===== src/rtl/wb_pkg.sv =====
// Shared definitions for the write-back port arbiter.
// Latency: n/a (types and constants only).
// Backpressure: n/a.
package wb_pkg;

    // Requester indices; last_grant holds one of these.
    localparam logic REQ_EXU = 1'b0;
    localparam logic REQ_LSU = 1'b1;

    localparam int WB_DATA_W = 32;
    localparam int WB_ADDR_W = 5;

    // One write-back request at default widths.
    typedef struct packed {
        logic                 valid;
        logic                 regw;
        logic [WB_ADDR_W-1:0] rd;
        logic [WB_DATA_W-1:0] data;
    } wb_req_t;

endpackage


===== src/rtl/wb_port_arbiter_rr_arb2.sv =====
// Two-input round-robin grant, remembering the last accepted requester.
// Latency: grant is combinational from valid/stall; last_grant updates at the edge after an accept.
// Backpressure: stall suppresses every grant; an ungranted requester simply keeps its valid up.
//
// Ports: clk, rst (async, active-high); stall; valid[1:0]; accept (update
// last_grant from the current grant); grant[1:0] one-hot or zero.
module rr_arb2
    import wb_pkg::*;
(
    input  logic       clk,
    input  logic       rst,
    input  logic       stall,
    input  logic [1:0] valid,
    input  logic       accept,
    output logic [1:0] grant
);

    logic last_grant;

    // On a tie the requester that did not win last time goes first.
    always_comb begin
        grant = 2'b00;
        if (!stall) begin
            if (valid == 2'b11) begin
                grant = (last_grant == REQ_LSU) ? 2'b01 : 2'b10;
            end else begin
                grant = valid;
            end
        end
    end

    // Reset to LSU so EXU wins the first tie.
    always_ff @(posedge clk or posedge rst) begin
        if (rst) begin
            last_grant <= REQ_LSU;
        end else if (accept) begin
            last_grant <= grant[1] ? REQ_LSU : REQ_EXU;
        end
    end

endmodule


===== src/rtl/wb_port_arbiter.sv =====
// Shares the single regfile write port between EXU (req 0) and LSU (req 1) write-back.
// Latency: one cycle from valid&ready to regwen/waddr/wd/commit.
// Backpressure: ready is asserted to at most one requester per cycle; the loser holds its request.
//
// Ports: clk, rst (async, active-high); stall; r0_*/r1_* request channels
// (valid, ready, regw, rd, data); registered regfile write port regwen,
// waddr, wd; commit retire pulse.
// Build option WBARB_PERF_EN adds perf_commit, perf_conflict and perf_waw counters.
module wb_port_arbiter
    import wb_pkg::*;
#(
    parameter int DATA_W = WB_DATA_W,
    parameter int ADDR_W = WB_ADDR_W
) (
    input  logic              clk,
    input  logic              rst,
    input  logic              stall,
    input  logic              r0_valid,
    output logic              r0_ready,
    input  logic              r0_regw,
    input  logic [ADDR_W-1:0] r0_rd,
    input  logic [DATA_W-1:0] r0_data,
    input  logic              r1_valid,
    output logic              r1_ready,
    input  logic              r1_regw,
    input  logic [ADDR_W-1:0] r1_rd,
    input  logic [DATA_W-1:0] r1_data,
`ifdef WBARB_PERF_EN
    output logic [63:0]       perf_commit,
    output logic [31:0]       perf_conflict,
    output logic [31:0]       perf_waw,
`endif
    output logic              regwen,
    output logic [ADDR_W-1:0] waddr,
    output logic [DATA_W-1:0] wd,
    output logic              commit
);

    logic [1:0]        grant;
    logic              accept;
    logic              sel_regw;
    logic [ADDR_W-1:0] sel_rd;
    logic [DATA_W-1:0] sel_data;

    rr_arb2 u_arb (
        .clk    (clk),
        .rst    (rst),
        .stall  (stall),
        .valid  ({r1_valid, r0_valid}),
        .accept (accept),
        .grant  (grant)
    );

    assign r0_ready = grant[0];
    assign r1_ready = grant[1];
    // A grant is only ever issued to a valid requester, so any grant is an accept.
    assign accept   = |grant;

    always_comb begin
        sel_regw = r0_regw;
        sel_rd   = r0_rd;
        sel_data = r0_data;
        if (grant[1]) begin
            sel_regw = r1_regw;
            sel_rd   = r1_rd;
            sel_data = r1_data;
        end
    end

    // x0 writes still retire but never reach the regfile.
    always_ff @(posedge clk or posedge rst) begin
        if (rst) begin
            regwen <= 1'b0;
            commit <= 1'b0;
            waddr  <= '0;
            wd     <= '0;
        end else begin
            regwen <= accept & sel_regw & (sel_rd != '0);
            commit <= accept;
            if (accept) begin
                waddr <= sel_rd;
                wd    <= sel_data;
            end
        end
    end

`ifdef WBARB_PERF_EN
    logic both_vld;
    logic waw_hit;

    assign both_vld = r0_valid & r1_valid;
    // Same nonzero destination from both sides at once breaks upstream WAW ordering.
    assign waw_hit  = both_vld & r0_regw & r1_regw & (r0_rd == r1_rd) & (r0_rd != '0);

    always_ff @(posedge clk or posedge rst) begin
        if (rst) begin
            perf_commit   <= '0;
            perf_conflict <= '0;
            perf_waw      <= '0;
        end else begin
            if (accept)              perf_commit   <= perf_commit + 64'd1;
            if (both_vld && !stall)  perf_conflict <= perf_conflict + 32'd1;
            if (waw_hit)             perf_waw      <= perf_waw + 32'd1;
        end
    end
`endif

endmodule


===== config.mk =====
export PLATFORM = sky130hd
export DESIGN_NAME = wb_port_arbiter
export DESIGN_NICKNAME = d
export VERILOG_FILES = /design/src/rtl/wb_pkg.sv /design/src/rtl/wb_port_arbiter_rr_arb2.sv /design/src/rtl/wb_port_arbiter.sv
export SDC_FILE = /design/constraint.sdc
export NUM_CORES = 1
export LEC_CHECK = 0
export BUFFER_PORTS_ARGS = -buffer_cell sky130_fd_sc_hd__buf_2
export CORE_UTILIZATION = 42
export DETAILED_ROUTE_END_ITERATION = 6
export PLACE_DENSITY = 0.82
export SLEW_MARGIN = 20
export SYNTH_ARGS = -nofsm -noshare
export SYNTH_HDL_FRONTEND = slang
export SYNTH_HIERARCHICAL = 1
export SYNTH_SLANG_ARGS = --single-unit

===== constraint.sdc =====
create_clock -name clk -period 2 [get_ports clk]
set_input_delay 0.6 -clock clk [delete_from_list [all_inputs] [get_ports clk]]
set_output_delay 0.6 -clock clk [all_outputs]
set_load 0.1 [all_outputs]

# Word-level counts from Yosys, hierarchy flattened
# Cells that the tools add are included.
# Widths: inputs -> output; s select.
# totals
elab_cells	17
regBits	40
output_inout_bits	41
# op_classes
n_eq_ne	1
reduce_logical	2
bitwise	2
mux	7
# ops
cell	n
$mux 32	1
$mux 2	3
$mux 5	1
$reduce_bool 5->1	1
$and 1x1->1	2
$eq 2x2->1 const B	1
$mux 1	2
$reduce_or 2->1	1

# Logic depth before layout (Yosys ltp)
# depth
ltp_word	6
ltp_mapped	7
ltp_nobuf	5

# Hierarchy
# Netlist, hierarchy kept.
# by_module_without_submodules
mod	seq_area_each_um2	cells_each	instances	area_per_inst_um2
wb_port_arbiter	975.9	174	1	1840.5
rr_arb2	26.3	9	1	72.6

# Worst setup path after synthesis
# No wires, ideal clock.
# synth_timing
path_kind	input port to flip-flop
startpoint	input stall
endpoint	register u_arb.last_grant
path_stages	7
t_required_ns	1.921
setup_slack_ns	-0.363
setup_ns	0.079
path_buffers	2
arrival_ns	2.284
cell_sequence	inv_1 -> and3_1 -> buf_6 -> buf_12 -> or2_1 -> nor2b_1 -> a41o_1
# synth_via
elab_chain_cells	2
# synth_lines
item	line_no	source
from (decl)	wb_port_arbiter.sv:17	input logic stall,
$mux 2	wb_port_arbiter_rr_arb2.sv:23	if (!stall) begin
via r0_ready	wb_port_arbiter.sv:19	output logic r0_ready,
$reduce_or 2->1	wb_port_arbiter.sv:57	assign accept = |grant;
via accept	wb_port_arbiter.sv:40	logic accept;
to (signal assigned)	wb_port_arbiter_rr_arb2.sv:37	last_grant <= grant[1] ? REQ_LSU : REQ_EXU;
to (decl)	wb_port_arbiter_rr_arb2.sv:18	logic last_grant;
# The timed path passes the listed nets, and every way through them passes these cells.
# A chain may end at the register's enable or synchronous reset.

# Worst setup path after layout
# layout_timing
startpoint	register u_arb.last_grant
endpoint	output r0_ready
# layout_via
elab_chain_cells	3
# layout_lines
item	line_no	source
$mux 2	wb_port_arbiter_rr_arb2.sv:25	grant = (last_grant == REQ_LSU) ? 2'b01 : 2'b10;
$mux 2	wb_port_arbiter_rr_arb2.sv:24	if (valid == 2'b11) begin
$mux 2	wb_port_arbiter_rr_arb2.sv:23	
to (decl)	wb_port_arbiter.sv:19	
# No other way between the ends.

==> key figures <==
Status
  – Outcome: complete, no violations

Layout
  – Antenna cells: 0
  – Cell Count, Final, Fillers Out: 358
  – Fin nets: 386
  – Area Growth Syn to Fin: 39.8%
  – Final core occ: 61.4%
  – Layout fillers: 381
  – Share of cells above drive strength 1: 45.4%

Synthesis
  – Seq cells post-synth: 40
  – Cell area after synthesis: 1910 um^2
  – Post-synth ARST share: 100%
  – Net Count, Synth: 264
  – Sequential element share of the synthesized area: 52.4%
  – Post-synth top cells: dfrtp_1 (39), nand2_1 (38), o21ai_1 (37)
  – Yosys top cell by area: dfrtp_1
  – Most common cell in the synthesized netlist: dfrtp_1
  – Synth Warn #: 6
  – Unique cell type count in the Yosys netlist: 26
  – Avg Inst Size Synth: 10.5 um^2
  – Number of enable flip-flop cells after synthesis: 0
  – Area contributors post-synth: dfrtp_1 (51%), mux2i_1 (19%), o21ai_1 (9.7%)
  – Post-Synthesis Cells: 183
  – Yosys top cell area share: 51.0%
  – Prevailing post-synth register cell: dfrtp_1

Drt
  – # DRC: 0
  – Aggregate routed wire length: 4190 um
  – Wire length per cell: 11.7 um
  – Via count: 1,717
  – DRT iter0 DRCs: 75
  – Drt pass-1 iters: 4
  – ANT nets after route: 0
  – Vias per std cell: 4.80

Clock network
  – Clock slew at reported path FFs: 0.07 ns
  – Clock sinks: 40
  – CTS tree: yes
  – Clock Path Buffers: 2
  – CTS H-tree lvls: 2
  – Clk_lat worst skew: 0.28 ns
  – TritonCTS Buffers: 5
  – Root Buffer Master: clkbuf_8

Worst setup path
  – Worst R2R Path Depth: 6
  – Crit path launch type: flip-flop
  – Worst EP arrival: 1.33 ns
  – Setup CP Type: reg -> out
  – Critical path required time: 1.40 ns
  – Max Fanout on Critical Path: 4
  – Worst flop-to-flop path startpoint: u_arb/last_grant$_DFFE_PP1P_
  – FF-to-FF setup slack: 0.31 ns
  – Critical Path Source: u_arb/last_grant$_DFFE_PP1P_
  – Worst setup EP type: output pin

STA
  – Worst Tran Pin Value: 0.503 ns
  – Final setup fails: 0
  – Hold Violations, Final: 0
  – Fin crit share: 96.4%
  – RSZ-0062 raised after global routing: no
  – Max-slew violations: 0
  – Clock period minus worst slack: 1.93 ns
  – Skew final: 0.00184 ns
  – Worst relative slew slack: 66.7%
  – Setup_tns: 0 ns
  – Peak Freq: 519 MHz

GRT
  – Antenna violations before repair: 0
  – Largest net degree at the start of global routing: 42
  – Grt total ovfl: 0
  – All-Layer GR Usage: 18.8%
  – First-pass GRT wire length: 7290 um
  – Number of global-route vias before repair: 1,682

Pwr
  – Peak supply drop: 0.762 mV
  – Leakage: 0.00133 uW
  – Power Dens Cells: 1190 nW/um^2

Floorplanning
  – CORE AREA: 4350 um^2
  – I/O pin cnt: 122
  – Chip width: 69.5 um
  – Starting density of the core: 43.9%
  – Die Y: 69.5 um
  – Row count: 24
  – Die area: 4830 um^2

Place
  – Placer Congestion: 0.780
  – Input/output buffers: 121
  – Placed insts: 350
  – Post-DP HPWL: 3360 um

Worst hold path
  – Worst Hold Class: in -> async

Flow run
  – Total of max-cap violations: 0
[logic make-up after synthesis]
family / Yosys count / share of synthesized area, %
and+or+nand+nor: 49 / 10.9
AOI/OAI and AO/OA: 40 / 10.9
DFF: 40 / 52.4
muxes: 38 / 20.0
buffers and inverters: 16 / 5.89
[report_power, final]
| part | internal (uW) | total (uW) | switching (uW) |
|---|---|---|---|
| Combinational | 294 | 1630 | 1330 |
| Clock | 281 | 532 | 251 |
| Sequential | 956 | 1030 | 75.0 |
| Total | 1530 | 3190 | 1660 |
[stage by stage]
step | instance area, um^2 | worst slack [ns] | hold slack [ns] | total power, uW
2_1_floorplan | 1920 | -0.0219 | 0.490 | 2370
3_3_place_gp | 2580 | 0.148 | 0.524 | 2660
3_5_place_dp | 2580 | 0.0745 | 0.537 | 2680
4_1_cts | 2670 | 0.00865 | 0.302 | 3230
5_1_grt | 2670 | 0.0173 | 0.313 | 3330
6_report | 2670 | 0.0726 | 0.315 | 3190
[final cells by class]
cell class | count | area (um^2) | area share (%)
Tap cell | 52 | 65.1 | 2.43
Sequential cell | 40 | 1000 | 37.5
Inverter | 3 | 11.3 | 0.421
Clock buffer | 8 | 90.1 | 3.37
Multi-Input combinational cell | 127 | 805 | 30.1
Timing Repair Buffer | 128 | 701 | 26.2
[flip-flops by register name (all words and copies together) (netlist names)]
name,cells
waddr,5
commit,1
wd,32
regwen,1
u_arb/last_grant,1
[repair_timing]
| action | 4_1_cts | 5_1_grt |
|---|---|---|
| buffers inserted | 0 | 0 |
| resized for setup | 0 | 1 |
| setup endpoints to repair | 0 | 1 |
| hold buffers | 0 | 0 |
[worst paths after layout]
check                                               endpoint
worst max-delay path                                r0_ready
worst min-delay path            u_arb/last_grant$_DFFE_PP1P_
worst max register to register  u_arb/last_grant$_DFFE_PP1P_
worst min register to register          waddr[2]$_DFFE_PP0P_
max in group asynchronous                 wd[11]$_DFFE_PP0P_
min in group clk                          wd[24]$_DFFE_PP0P_
[routing by layer]
layer | vias up | part of all wire [%] | track usage, %
met1 | 768 | 41 | 22.3
met5 | - | 0 | 0
met2 | 72 | 51 | 33.7
li1 | 871 | - | -
met4 | 0 | 1.1 | 4.99
met3 | 6 | 6.9 | 4.80
[cell usage in the layout (no fill, tap or decap)]
cell type and instances:
or2_1 1, nor3_1 1, and3_4 1, nor4_1 1, o21a_1 1, nand2_1 38
a41o_1 1, mux2i_1 36, buf_4 6, clkbuf_1 2, mux2_1 1, a21oi_1 1
nor2_1 2, nor4b_1 1, clkbuf_8 6, buf_2 119, o21ai_1 37, dfstp_2 1
dfrtp_1 39, and3_2 1, nand2b_1 1, inv_1 3, buf_12 3, nor2b_1 1
mux2_2 1, nand2_2 1
[worst max-delay path, stage by stage, from the launching register on]
cell and delay (ns):
dfstp_2 0.54, nand2b_1 0.10, and3_4 0.23, buf_12 0.18
(Power assumes the default switching activity.)
